### config.mk
export PLATFORM = sky130hd
export DESIGN_NAME = sal_ref_sched
export DESIGN_NICKNAME = d
export VERILOG_FILES = /design/src/rtl/sal_ddr_pkg.sv /design/src/rtl/sal_ref_rank.sv /design/src/rtl/sal_ref_sched.sv
export SDC_FILE = /design/constraint.sdc
export NUM_CORES = 1
export LEC_CHECK = 0
export CAP_MARGIN = 10
export CORE_ASPECT_RATIO = 0.5
export CORE_MARGIN = 5
export CORE_UTILIZATION = 55
export DETAILED_ROUTE_END_ITERATION = 8
export PLACE_DENSITY = 0.77
export SLEW_MARGIN = 10
export SYNTH_ARGS = -nofsm -noshare
export SYNTH_HDL_FRONTEND = slang
export SYNTH_SLANG_ARGS = --single-unit
export TNS_END_PERCENT = 50
### constraint.sdc
create_clock -name clk -period 3.53 [get_ports clk]
set_input_delay 0.5295 -clock clk [delete_from_list [all_inputs] [get_ports clk]]
set_output_delay 0.5295 -clock clk [all_outputs]
set_load 0.1 [all_outputs]
### src/rtl/sal_ddr_pkg.sv
// Shared DDR controller types: rank refresh states, pending-count width and
// refresh postponement defaults.
package sal_ddr_pkg;

  localparam int PEND_W           = 4;
  localparam int POSTPONE_MAX_DEF = 8;
  localparam int URGENT_TH_DEF    = 6;

  typedef enum logic [1:0] {
    RK_IDLE,
    RK_PEND,
    RK_URGENT,
    RK_BUSY
  } rank_state_e;

  // Staggered first interval: trefi-1-offset, floored at 0.
  function automatic logic [15:0] stagger_preload(input logic [15:0] trefi,
                                                  input logic [31:0] offset);
    logic [31:0] top;
    top = {16'd0, trefi} - 32'd1;
    if (top >= offset) return 16'(top - offset);
    return 16'd0;
  endfunction

endpackage

### src/rtl/sal_ref_rank.sv
// Per-rank refresh tracker: interval countdown, postponed-refresh count and
// tRFC busy window.
module sal_ref_rank
  import sal_ddr_pkg::*;
#(
  parameter int RANK_IDX     = 0,
  parameter int POSTPONE_MAX = POSTPONE_MAX_DEF,
  parameter int URGENT_TH    = URGENT_TH_DEF,
  parameter int STAGGER      = 64
) (
  input  logic              clk,
  input  logic              rst,
  input  logic              ref_en,
  input  logic [15:0]       cfg_trefi,
  input  logic [7:0]        cfg_trfc,
  input  logic              gnt,
  output logic              req,
  output logic              urgent,
  output logic              busy,
  output logic [PEND_W-1:0] pend,
  output logic              err
);

  localparam logic [31:0]       OFFSET = 32'(RANK_IDX * STAGGER);
  localparam logic [PEND_W-1:0] P_MAX  = PEND_W'(POSTPONE_MAX);
  localparam logic [PEND_W-1:0] P_URG  = PEND_W'(URGENT_TH);

  rank_state_e       state, state_nxt;
  logic [PEND_W-1:0] pend_nxt;
  logic [15:0]       cnt, cnt_nxt;
  logic [7:0]        bcnt, bcnt_nxt;
  logic              err_nxt;
  logic              started, started_nxt;
  logic              tick, accept;

  function automatic rank_state_e classify(input logic [PEND_W-1:0] p);
    if (p == '0)    return RK_IDLE;
    if (p >= P_URG) return RK_URGENT;
    return RK_PEND;
  endfunction

  assign req    = ref_en && (state == RK_PEND || state == RK_URGENT);
  assign urgent = ref_en && (state == RK_URGENT);
  assign busy   = (state == RK_BUSY);
  assign tick   = ref_en && (cnt == 16'd0);
  assign accept = gnt && req;

  always_ff @(posedge clk) begin
    if (rst) begin
      state   <= RK_IDLE;
      pend    <= '0;
      cnt     <= stagger_preload(cfg_trefi, OFFSET);
      bcnt    <= '0;
      err     <= 1'b0;
      started <= 1'b0;
    end else begin
      state   <= state_nxt;
      pend    <= pend_nxt;
      cnt     <= cnt_nxt;
      bcnt    <= bcnt_nxt;
      err     <= err_nxt;
      started <= started_nxt;
    end
  end

  always_comb begin
    state_nxt   = state;
    pend_nxt    = pend;
    cnt_nxt     = cnt;
    bcnt_nxt    = bcnt;
    err_nxt     = err;
    started_nxt = started | ref_en;

    // Until the first enable the counter tracks the staggered preload; once
    // running, a disable only freezes it so re-enable resumes in place.
    if (!ref_en) begin
      if (!started) cnt_nxt = stagger_preload(cfg_trefi, OFFSET);
    end else if (cnt == 16'd0) begin
      cnt_nxt = cfg_trefi - 16'd1;
    end else begin
      cnt_nxt = cnt - 16'd1;
    end

    if (tick && !accept) begin
      if (pend == P_MAX) err_nxt = 1'b1;
      else               pend_nxt = pend + 1'b1;
    end else if (accept && !tick) begin
      pend_nxt = pend - 1'b1;
    end

    if (accept) begin
      state_nxt = RK_BUSY;
      bcnt_nxt  = cfg_trfc - 8'd1;
    end else if (state == RK_BUSY) begin
      if (bcnt == 8'd0) state_nxt = classify(pend_nxt);
      else              bcnt_nxt  = bcnt - 8'd1;
    end else begin
      state_nxt = classify(pend_nxt);
    end
  end

endmodule

### src/rtl/sal_ref_sched.sv
// Refresh scheduler: one independent sal_ref_rank per rank; the top only
// slices the rank buses and merges the overflow flags.
module sal_ref_sched
  import sal_ddr_pkg::*;
#(
  parameter int NUM_RANK     = 2,
  parameter int POSTPONE_MAX = POSTPONE_MAX_DEF,
  parameter int URGENT_TH    = URGENT_TH_DEF,
  parameter int STAGGER      = 64
) (
  input  logic                       clk,
  input  logic                       rst,
  input  logic                       ref_en,
  input  logic [15:0]                cfg_trefi,
  input  logic [7:0]                 cfg_trfc,
  output logic [NUM_RANK-1:0]        ref_req,
  output logic [NUM_RANK-1:0]        ref_urgent,
  input  logic [NUM_RANK-1:0]        ref_gnt,
  output logic [NUM_RANK-1:0]        ref_busy,
  output logic [NUM_RANK*PEND_W-1:0] ref_pend,
  output logic                       ref_err
);

  logic [NUM_RANK-1:0] rank_err;

  for (genvar g = 0; g < NUM_RANK; g++) begin : g_rank
    sal_ref_rank #(
      .RANK_IDX    (g),
      .POSTPONE_MAX(POSTPONE_MAX),
      .URGENT_TH   (URGENT_TH),
      .STAGGER     (STAGGER)
    ) u_rank (
      .clk      (clk),
      .rst      (rst),
      .ref_en   (ref_en),
      .cfg_trefi(cfg_trefi),
      .cfg_trfc (cfg_trfc),
      .gnt      (ref_gnt[g]),
      .req      (ref_req[g]),
      .urgent   (ref_urgent[g]),
      .busy     (ref_busy[g]),
      .pend     (ref_pend[g*PEND_W +: PEND_W]),
      .err      (rank_err[g])
    );
  end

  assign ref_err = |rank_err;

endmodule

==> results.md <==
- Status: complete, no violations
- Top cells by area, synth: edfxtp_1, dfxtp_1, nor2_1
- Critical Path Max Stage Delay: 0.46 ns
- Cells after Synth: 565
- Worst Clk Skew: 0.0111 ns
- Fmax: 0.308 GHz
- DRC errors left: 0
- Arrival time at the worst endpoint: 3.41 ns
- Die width: 141 um
- Core area: 0.00817 mm^2
- Final HPWL DP: 9.07 mm
- Worst slew margin: 32.4%
- CP Capture Type: register
- H-tree depth: 3
- Hold buffers post-CTS: 0
- Largest area contributor in the netlist: edfxtp_1
- Critical path cell sequence: clkdlybuf4s50_1 > inv_1 > ha_1 > or4b_1 > nor2_1 > xor2_1 > ha_1 > nand4b_1 > nor4b_2 > nor2_1 > nand4b_4 > nand2_1 > o22ai_1
- Worst Max-Slew Pin Slew: 1.01 ns
- Clock-pin slew on the worst setup and hold paths: 0.05 ns
- Area of the die: 0.0106 mm^2
- Routed WL per cell: 16.3 um
- CTS buffer count: 9
- Syn_area_per_cell: 8.35 um^2
- Filler cells: 683
- CP max FO: 5
- RSZ-0062 raised after global routing: no
- Max-cap viol count: 0
- I/O pin total: 44
- Hold Vio Cnt, Final: 0
- Clock Tree Buf Depth: 2
- Leakage power: 2.11 nW
- Gpl congestion: 0.939
- Count leader, synth: nor2_1
- Initial core utilization: 57.7%
- Yosys reg bits: 64
- Syn nets: 615
- Cells after DPL: 732
- Routed vias: 4390
- Final period util: 91.8%
- Die Y: 75.5 um
- First-pass GRT wire length: 20.0 mm
- Pin count of the biggest net entering global routing: 22
- Worst hold slack: 0.476 ns
- Area added between synthesis and finish: 21.1%
- CP required: 3.69 ns
- CTS Root Cell: clkbuf_16
- Ys flop type: edfxtp_1
- Sequential-to-total area share from yosys stat: 33.9%
- Hold Path Class: register to register
- EDFF count, synth: 32
- GR Overflow Total: 0
- CTS tree: done
- Num Clock Sinks: 64
- Worst vdd ir: 0.000308 V
- Design Power: 2.70 mW
- Endpoints failing setup: 0
- Pwr Density: 472 mW/mm^2
- Vias per Instance: 5.87
- Post-CTS Setup Repair Bufs: 0
- Layout cells sized above 1: 11.3%
- Vias in the first global route: 4051
- GRT Overall Usage: 23.7%
- Pre-antenna DRT Iters: 5
- I/O Buffers: 43
- Synth unique cells: 58
- Post-Route WL: 12.2 mm
- Layout Cells excl Fill: 748
- Startpoint types: primary input
- ANT cells: 0
- Initial drt markers: 412
- Post-synth top area share: 20.4%
- FP Rows: 23
- Max Slew Vio Count: 0
- Synth cell count leaders: nor2_1, nand2_1, a21oi_1
- Routed Antenna Nets: 0
- Clk_lat worst skew: 0.34 ns
- Synth Cell Area: 0.00472 mm^2
- Fin crit period: 3.24 ns
- Critical path's slowest cell: clkdlybuf4s50_1
- FFs w/ async S/R, synth: 0%
- Initial antenna violation count: 0
- Critical path class: primary input to register
- Synthesis Warnings: 0
- Final-stage net count: 681
[layout by cell type, fill, tap and decap left out, types with 13 or more instances in the layout]
cell type,Yosys,final
a21oi_1,35,35
a211oi_1,13,13
nor3_1,20,20
buf_4,6,42
o21ai_0,20,20
nor2_1,85,85
nand3_1,18,18
xor2_1,26,26
ha_1,21,21
dfxtp_1,32,32
nand2_1,42,42
xnor2_1,34,34
edfxtp_1,32,32
clkdlybuf4s50_1,0,39
inv_1,24,24
[worst max-delay path: cells and delay by family]
family	cells	cell delay, ns
and+or+nand+nor	7	1.45
AOI/OAI and AO/OA	1	0.21
xor gates and xnor gates	1	0.31
adders and majority gates	2	0.37
buffers and inverters	2	0.54
[layout make-up]
type	instances	area (um^2)	share of cell area, %
multi-input combinational	451	2910	50.9
sequential	64	1600	28.0
timing repair buffer	81	706	12.3
clock buffer	13	250	4.38
tap	112	140	2.45
inverter	24	90.1	1.58
clock inverter	3	17.5	0.306
[through the flow]
step	utilization [%]	cell area, um^2	setup slack, ns	setup TNS (ns)
after detailed placement	66.6	5440	-0.0681	-0.186
after floorplan	-	4720	0.459	0
final	69.9	5720	0.288	0
after CTS	69.9	5710	0.257	0
after global routing	69.9	5720	0.00856	0
after global placement	66.6	5440	0.0252	0
[per-layer routing]
layer  share of wire (%)  up-vias  wire (um)  GRT usage (%)
met5                   0        -          0              0
met4                 1.5        0        186           6.87
met1                  47     2032       5710           31.3
li1                    -     2187          -              -
met2                  45      151       5450           40.1
met3                 6.7       20        812           5.20
[timing repair]
action	in CTS	in global routing
gates resized for setup	0	1
hold endpoints to repair	0	0
endpoints found under the setup margin	0	6
[power by group]
group | switching [mW] | internal, mW | leakage (nW)
Combinational | 0.542 | 0.332 | 1.39
Clock | 0.322 | 0.494 | 0.134
Sequential | 0.109 | 0.897 | 0.592
Total | 0.972 | 1.72 | 2.11
[cells by family (layout without fill, tap and decap cells)]
group,after synthesis,after routing,synth area share (%)
buffers and inverters,50,121,4.51
flip-flops,64,64,33.9
AND/OR/NAND/NOR,256,256,28.6
multiplexers,6,6,1.33
XOR/XNOR,61,61,11.5
AO/OA/AOI/OAI,107,107,14.6
adder cells (fa/ha/maj),21,21,5.57
[sequential cells by signal, summed over array words and instances (netlist names)]
signal / count
g_rank.u_rank.pend: 8
g_rank.u_rank.err: 2
g_rank.u_rank.cnt: 32
g_rank.u_rank.started: 2
g_rank.u_rank.bcnt: 16
g_rank.u_rank.state: 4
[worst paths after layout]
path | startpoint | to | slack (ns) | depth (start not counted)
max | cfg_trefi[0] | g_rank[1].u_rank.cnt[6] | 0.29 | 13
min | g_rank[1].u_rank.started | g_rank[1].u_rank.started | 0.48 | 2
max reg2reg | g_rank[1].u_rank.cnt[10] | g_rank[1].u_rank.state[0] | 0.78 | 7
min reg2reg | g_rank[1].u_rank.started | g_rank[1].u_rank.started | 0.48 | 2
(Power assumes the default switching activity.)
